===== src/rtl/pldata_writer_pkg.sv =====
// Shared types and constants for the PL data frame writer.
package pldata_writer_pkg;
    typedef enum logic [1:0] {IDLE, FILL, FLUSH, DONE} wr_state_t;

    localparam logic [15:0] HDR_MAGIC   = 16'hA5A5;
    localparam int          BYTE_STRIDE = 4;
endpackage


===== src/rtl/pldata_frame_writer_sample_packer.sv =====
// 16->32 pair assembler: low sample is held until its partner arrives or a flush
// pushes it out zero-extended.
module sample_packer #(
    parameter int SAMPLE_W = 16
) (
    input  logic                  clk,
    input  logic                  rst_n,
    input  logic                  in_valid,
    input  logic [SAMPLE_W-1:0]   in_data,
    input  logic                  flush,
    output logic                  word_valid,
    output logic [2*SAMPLE_W-1:0] word_data
);
    logic                have_lo;
    logic [SAMPLE_W-1:0] lo;

    always_comb begin
        word_valid = have_lo && (in_valid || flush);
        word_data  = flush ? {{SAMPLE_W{1'b0}}, lo} : {in_data, lo};
    end

    always_ff @(posedge clk) begin
        if (!rst_n) begin
            have_lo <= 1'b0;
            lo      <= '0;
        end else if (flush) begin
            have_lo <= 1'b0;
        end else if (in_valid) begin
            have_lo <= !have_lo;
            if (!have_lo) lo <= in_data;
        end
    end
endmodule


===== src/rtl/pldata_frame_writer.sv =====
// Frame writer: packs sample pairs into 32-bit words and ping-pongs frames across the two
// BRAM halves. Define PLDATA_FRAME_HEADER_EN to put {A5A5, frame count} in word 0 of each frame.
module pldata_frame_writer
    import pldata_writer_pkg::*;
#(
    parameter int ADDR_W      = 10,
    parameter int SAMPLE_W    = 16,
    parameter int FRAME_WORDS = 128
) (
    input  logic                clk,
    input  logic                rst_n,
    input  logic                start_in,
    input  logic                frame_end_in,
    input  logic [SAMPLE_W-1:0] sample_in,
    input  logic                sample_valid_in,
    input  logic                irq_ack_in,
    output logic                ram_wr_o,
    output logic [ADDR_W-1:0]   ram_addr_o,
    output logic [31:0]         ram_data_o,
    output logic                frame_done_o,
    output logic                irq_o,
    output logic                buf_sel_o,
    output logic                overflow_o,
    output logic [15:0]         frame_cnt_o
);
    localparam int LSB_W = $clog2(BYTE_STRIDE);
    localparam int IDX_W = ADDR_W - LSB_W - 1;
    // one extra bit so the count can reach FRAME_WORDS itself
    localparam int CNT_W = IDX_W + 1;
    localparam logic [CNT_W-1:0] LAST_WORD = CNT_W'(FRAME_WORDS - 1);

    wr_state_t             state;
    logic                  half;
    logic [CNT_W-1:0]      word_cnt;
    logic                  pk_valid;
    logic [2*SAMPLE_W-1:0] pk_data;

    sample_packer #(.SAMPLE_W(SAMPLE_W)) u_packer (
        .clk        (clk),
        .rst_n      (rst_n),
        .in_valid   (sample_valid_in && (state == FILL)),
        .in_data    (sample_in),
        .flush      (state == FLUSH),
        .word_valid (pk_valid),
        .word_data  (pk_data)
    );

    always_ff @(posedge clk) begin
        if (!rst_n) begin
            state        <= IDLE;
            half         <= 1'b0;
            word_cnt     <= '0;
            ram_wr_o     <= 1'b0;
            ram_addr_o   <= '0;
            ram_data_o   <= '0;
            frame_done_o <= 1'b0;
            irq_o        <= 1'b0;
            buf_sel_o    <= 1'b0;
            overflow_o   <= 1'b0;
            frame_cnt_o  <= '0;
        end else begin
            ram_wr_o     <= 1'b0;
            frame_done_o <= 1'b0;
            if (irq_ack_in) irq_o <= 1'b0;

            if (pk_valid) begin
                ram_wr_o   <= 1'b1;
                ram_addr_o <= {half, word_cnt[IDX_W-1:0], {LSB_W{1'b0}}};
                ram_data_o <= pk_data;
                word_cnt   <= word_cnt + CNT_W'(1);
            end

            case (state)
                IDLE: if (start_in) begin
                    state <= FILL;
`ifdef PLDATA_FRAME_HEADER_EN
                    ram_wr_o   <= 1'b1;
                    ram_addr_o <= {half, {IDX_W{1'b0}}, {LSB_W{1'b0}}};
                    ram_data_o <= {HDR_MAGIC, frame_cnt_o};
                    word_cnt   <= CNT_W'(1);
`else
                    word_cnt   <= '0;
`endif
                end
                FILL: if (frame_end_in || (pk_valid && word_cnt == LAST_WORD)) state <= FLUSH;
                FLUSH: begin
                    state        <= DONE;
                    frame_done_o <= 1'b1;
                end
                DONE: begin
                    // assigned after the ack clear so a coincident ack loses
                    irq_o       <= 1'b1;
                    buf_sel_o   <= half;
                    half        <= !half;
                    frame_cnt_o <= frame_cnt_o + 16'd1;
                    if (irq_o && !irq_ack_in) overflow_o <= 1'b1;
                    state       <= IDLE;
                end
                default: state <= IDLE;
            endcase
        end
    end
endmodule


===== config.mk =====
export PLATFORM = sky130hd
export DESIGN_NAME = pldata_frame_writer
export DESIGN_NICKNAME = d
export VERILOG_FILES = /design/src/rtl/pldata_writer_pkg.sv /design/src/rtl/pldata_frame_writer_sample_packer.sv /design/src/rtl/pldata_frame_writer.sv
export SDC_FILE = /design/constraint.sdc
export NUM_CORES = 1
export LEC_CHECK = 0
export CORE_MARGIN = 2
export CORE_UTILIZATION = 35
export CTS_CLUSTER_SIZE = 28
export DETAILED_ROUTE_END_ITERATION = 8
export GPL_TIMING_DRIVEN = 0
export PLACE_DENSITY_LB_ADDON = 0.25
export SLEW_MARGIN = 20
export SYNTH_ARGS = -nofsm -noshare
export SYNTH_HDL_FRONTEND = slang
export SYNTH_SLANG_ARGS = --single-unit

===== constraint.sdc =====
create_clock -name clk -period 2 [get_ports clk]
set_input_delay 0.4 -clock clk [delete_from_list [all_inputs] [get_ports clk]]
set_output_delay 0.4 -clock clk [all_outputs]
set_load 0.01 [all_outputs]

**Word-level counts from Yosys, hierarchy flattened**

Index checks and enable logic that the tools add are counted.
Widths: inputs -> output; s select.

- Output and inout port bits: 63
- Register bits after elaboration: 89
- Memories: 0
- Bits in read-only memories: 0
- Bits of input ports: 22
- Latch bits: 0
- Bits in writable memories: 0

- Bitwise operators: 3
- Add/subtract/negate cells: 2
- Mux-type cells: 11
- Shift-type cells: 0
- Order comparisons: 0
- Multiply operators: 0
- Divide/modulo/power cells: 0
- Eq/ne operators: 6
- Reductions and logical operators: 15

Operator list:

| operator | count |
|---|---|
| $mux 32 | 1 |
| $mux 8 | 3 |
| $add 16x1->16 const B | 1 |
| $add 8x1->8 const B | 1 |
| $eq 8x7->1 const B | 1 |
| $pmux 2 s4 | 1 |
| $eq 2x2->1 const B | 2 |
| $logic_and 1x1->1 | 4 |
| $mux 1 | 4 |
| $mux 2 | 2 |
| $reduce_and 2->1 | 2 |
| $logic_not 1->1 | 3 |
| $not 1->1 | 3 |
| $reduce_and 3->1 | 1 |
| $eq 2x1->1 const B | 1 |
| $logic_not 2->1 | 1 |
| $logic_or 1x1->1 | 2 |
| $ne 2x1->1 const B | 1 |
| $ne 2x2->1 const B | 1 |
| $reduce_bool 2->1 | 1 |
| $reduce_or 2->1 | 1 |

**Logic depth before layout (Yosys ltp)**

Gate-level depths: netlist (run 1).

- Word-level depth: 8
- Depth in mapped cells: 8
- Depth with buffers taken out: 6

**Cells and area by module**

A second synthesis (run 1) with hierarchy kept.

- Cells, all modules: 377
- Area, all modules: 3,712.3 um^2

Modules (own cells, without submodules):

| module | area an instance (um^2) | sequential area each (um^2) | instances | cells each |
|---|---|---|---|---|
| pldata_frame_writer | 2,882.8 | 1,441.4 | 1 | 285 |
| sample_packer | 829.5 | 340.3 | 1 | 92 |

**Least setup slack after synthesis (run 1)**

No wires, ideal clock.

- Path kind: reg-to-reg
- From: reg state[1]
- To: reg state[0]
- Path buffers: 0
- Library setup time: 72 ps
- Period minus slack after synthesis: 1,750 ps
- Setup slack: 250 ps
- Data arrival time: 1,678 ps
- Cell stages (with the launch flop): 7
- Required time: 1,928 ps
- Path through: dfxtp_1 -> inv_1 -> ha_1 -> a21oi_1 -> or4_1 -> a32oi_1 -> mux2i_1

- Longest elaborated chain between the ends: 8

Ends and longest elaborated chain:

| element | line | RTL |
|---|---|---|
| start, declared | pldata_frame_writer.sv:32 | `wr_state_t state;` |
| start signal, assigned | pldata_frame_writer.sv:50 | `state <= IDLE;` |
| start signal, assigned | pldata_frame_writer.sv:75 | `state <= FILL;` |
| start signal, assigned | pldata_frame_writer.sv:85 | `FILL: if (frame_end_in \|\| (pk_valid && word_cnt == LAST_WORD)) state <= FLUSH;` |
| $eq 2x1->1 | pldata_frame_writer.sv:41, pldata_frame_writer.sv:73 |  |
| $logic_and 1x1->1 | pldata_frame_writer.sv:41 | `.in_valid (sample_valid_in && (state == FILL)),` |
| $logic_or 1x1->1 | pldata_frame_writer_sample_packer.sv:18 | `word_valid = have_lo && (in_valid \|\| flush);` |
| $logic_and 1x1->1 | pldata_frame_writer_sample_packer.sv:18 |  |
| $logic_and 1x1->1 | pldata_frame_writer.sv:85 |  |
| $logic_or 1x1->1 | pldata_frame_writer.sv:85 |  |
| $ne 2x1->1 (no line) | - |  |
| $reduce_and 2->1 (no line) | - |  |

Parallel ways exist; a longest one is shown, timed or not.
A chain may end at the register's enable or synchronous reset.

**Final worst setup path (run 1)**

- From: reg state[0]
- To: reg state[0]

RTL lines:

| element | line | RTL |
|---|---|---|
| $eq 2x2->1 * | pldata_frame_writer.sv:43 | `.flush (state == FLUSH),` |
| named net u_packer.flush | pldata_frame_writer_sample_packer.sv:10 | `input logic flush,` |
| $logic_or 1x1->1 | pldata_frame_writer_sample_packer.sv:18 |  |
| $logic_and 1x1->1 | pldata_frame_writer_sample_packer.sv:18 |  |
| $logic_and 1x1->1 | pldata_frame_writer.sv:85 |  |
| $logic_or 1x1->1 | pldata_frame_writer.sv:85 |  |
| $ne 2x1->1 (no line) | - |  |
| $reduce_and 2->1 (no line) | - |  |

Mark *: on every way through the listed nets, which the timed path passes. The rest lies on a longest branch.

==> results by group, run 1 <==
Run status
  • Status: completed

Floorplan
  • Core Region: 9680 um^2
  • Initial Utilization: a little over a third
  • Num ports: 85
  • Die X: just over 100 um
  • Die footprint: 10700 um^2
  • Die height: 104 um
  • # rows: 36

Clock network
  • Postcts setup bufs: 0
  • Worst-skew pair later-pin latency: approximately 0.36 ns
  • TritonCTS Buffers: 9
  • Clock sink count: 89
  • CTS Hold Buffers Added: 0
  • Clock Root Buffer: clkbuf_8
  • Worst-path clk slew: around 0.1 ns
  • CTS H-tree lvls: 3
  • CTS tree: yes
  • Clock tree buffer depth: 2

Global routing
  • Initial antenna violation count: 0
  • GRT Util Overall: 16.3%
  • Grt total ovfl: 0
  • Vias in the first global route: 2879
  • First-pass GRT wire length: between 10 and 15 mm
  • Largest net degree at the start of global routing: 18

Worst hold path
  • Tightest Hold Check Type: flip-flop to flip-flop

STA
  • Worst slew pin tran: roughly 0.55 ns
  • Post-layout min period: 1.89 ns
  • Tcrit/Tclk final: 94.5%
  • Final hold vios: 0
  • RSZ-0062 raised after global routing: yes
  • Pins over their slew limit: 0
  • Clock Skew: 0.0131 ns
  • Max frequency: 529 MHz
  • Max-slew headroom: 63.1%
  • Endpoints failing setup: 0
  • Final setup TNS: 0 ns

Routing
  • Per-cell routed wire length: roughly 13 um
  • DRC: 0
  • Drt total wl: around 8.5 mm
  • Vias per cell: about 4.7
  • Drt first pass iters: 4
  • Drt initial violations: 90
  • DR vias: 3060
  • DRT antenna net count: 0

Synthesis
  • Ys Warns: 0
  • Ys flop type: dfxtp_1
  • Leading area contributor after synthesis: dfxtp_1
  • Netlist Area Pre-Place: 3470 um^2
  • Top cell type's share of synthesized area: 51.4%
  • Post-synth ARST share: 0%
  • Syn avg cell area: 8.28 um^2
  • Cells after Synth: 419
  • Number of flops mapped to enable cells by yosys: 0
  • FF+latch count, synth: 89
  • Synth cell types: 34
  • Top cells by area, synth: dfxtp_1 51%, nand2_1 12%, a21oi_1 9.1%
  • Post-synthesis sequential area ratio: between 50% and 60%

Job
  • Max cap viols: 0

Place
  • Final HPWL DP: about 6.4 mm
  • IO Port Bufs: just over 80
  • Routability cong.: 0.807
  • # placed instances: 635

Layout
  • Synth-to-layout area growth: 35.0%
  • Final std cells w/o fill: 651
  • Reg area: 1780 um^2
  • Nets: 542
  • Share of post-route cells with drive strength above 1: between 7 and 8%
  • Multi-input logic area: 1570 um^2
  • Ant diodes: 0
  • Filler cells: 971

Critical path
  • Reg-to-reg slack, setup: 0.11 ns
  • Startpoint type of the worst setup path: flip-flop
  • CP startpoint: state[0]$_SDFFE_PN0P_
  • CP Max Fanout: 5
  • Worst Setup Path Type: flip-flop to flip-flop
  • Crit path DAT: 2.17 ns
  • Critical Path Sink: state[0]$_SDFFE_PN0P_
  • Worst setup EP type: flip-flop
  • Depth of the most critical reg-to-reg path: 6
  • Worst r2r src: state[0]$_SDFFE_PN0P_
  • FF-to-FF End: state[0]$_SDFFE_PN0P_
  • Crit path required time: about 2.3 ns

Power and ir drop
  • Peak VDD IR: 0.428 mV
  • Leak pwr: 1.59 nW
  • Pwr dens: 823 nW/um^2
  • Power Total: 3.85 mW
cell usage in the layout (no fill, tap or decap), drive strengths merged, types with 3 or more instances in the layout:
cell / Yosys / final
dfxtp: 89 / 89
inv: 8 / 11
nand4: 6 / 6
and2: 3 / 3
ha: 7 / 7
o21ai: 6 / 6
xnor2: 9 / 9
nor2: 24 / 24
nand3: 10 / 10
clkdlybuf4s50: 0 / 82
or3: 4 / 4
or4: 5 / 5
buf: 8 / 7
mux2i: 4 / 4
xor2: 7 / 7
a21oi: 63 / 63
and3: 3 / 3
clkbuf: 19 / 29
nand3b: 16 / 16
nand2: 112 / 112
nor3: 4 / 4
layout make-up:
class                           instances  area share (%)
Sequential cell                        89            38.0
Inverter                                8           0.641
Buffer                                 27            2.83
Timing Repair Buffer                   82            17.5
Tap cell                              133            3.55
Clock inverter                          7            1.34
Multi-Input combinational cell        296            33.4
Clock buffer                            9            2.64
timing repair:
action                                  CTS  global route
resized for setup                         4            24
endpoints found under the setup margin   12            65
pin swaps                                 0             1
endpoints found under the hold margin     0             0
worst min path at each step:
stage	from	end	slack [ns]	cells after the start
2_1_floorplan	u_packer.lo[0]$_SDFFE_PN0P_	ram_data_o[0]$_SDFFE_PN0P_	0.43	2
5_1_grt	u_packer.lo[12]$_SDFFE_PN0P_	ram_data_o[12]$_SDFFE_PN0P_	0.48	2
6_report	u_packer.lo[9]$_SDFFE_PN0P_	ram_data_o[9]$_SDFFE_PN0P_	0.46	2
3_3_place_gp	u_packer.lo[1]$_SDFFE_PN0P_	ram_data_o[1]$_SDFFE_PN0P_	0.44	2
3_5_place_dp	u_packer.lo[12]$_SDFFE_PN0P_	ram_data_o[12]$_SDFFE_PN0P_	0.45	2
4_1_cts	ram_data_o[7]$_SDFFE_PN0P_	ram_data_o[7]$_SDFFE_PN0P_	0.46	2
stage by stage:
step / area, um^2 / util [%] / hold slack (ns) / worst slack (ns)
final: 4680 / 48.4 / 0.456 / 0.111
after global routing: 4680 / 48.4 / 0.477 / -0.00842
after CTS: 4660 / 48.1 / 0.460 / 0.0131
after floorplan: 3470 / - / 0.432 / 0.250
after detailed placement: 4460 / 46.1 / 0.446 / -0.380
after global placement: 4460 / 46.1 / 0.441 / -0.375
Yosys cell counts (7+ instances only):
cell type,number
ha_1,7
nor2_1,24
inv_1,8
nand2_1,112
xor2_1,7
clkbuf_1,19
nand3_1,10
nand3b_1,16
xnor2_1,9
a21oi_1,63
dfxtp_1,89
metal layers:
layer  up-vias  wire length, um  track usage, %
met5         -                0               0
met3         8              383            4.09
li1       1581                -               -
met2        69             4130            27.5
met1      1402             3910            20.2
met4         0               78            6.08
registers in the layout, indices dropped and copies added (netlist names):
signal / count
word_cnt: 8
ram_wr_o: 1
u_packer.lo: 16
irq_o: 1
overflow_o: 1
ram_addr_o: 8
ram_data_o: 32
half: 1
buf_sel_o: 1
u_packer.have_lo: 1
state: 2
frame_cnt_o: 16
frame_done_o: 1
cells by family after synthesis:
family	Yosys count	share of synthesized area (%)
DFF	89	51.4
other	1	0.108
and+or+nand+nor	192	25.2
adders and majority gates	7	2.52
AOI/OAI and AO/OA	75	11.4
muxes	4	1.15
buffers and inverters	35	4.22
xor gates and xnor gates	16	4.04
where the power goes:
group	switching (mW)	internal, mW	total (mW)
Combinational	0.431	0.321	0.752
Sequential	0.0685	1.88	1.95
Clock	0.682	0.472	1.15
Total	1.18	2.67	3.85
critical path, stage by stage (launching register included):
cell	delay [ns]
dfxtp_1	0.35
inv_1	0.12
ha_2	0.25
a21oi_1	0.10
or4_1	0.54
a32oi_2	0.26
mux2i_1	0.20
No activity file was read; power rests on OpenSTA's default activity.
==> inputs of run 2 (changes only) <==
Settings changed: CTS_CLUSTER_SIZE 28 to 10.
==> results of run 2 <==
The final DEF is identical to that of run 1; final timing and power are the same.
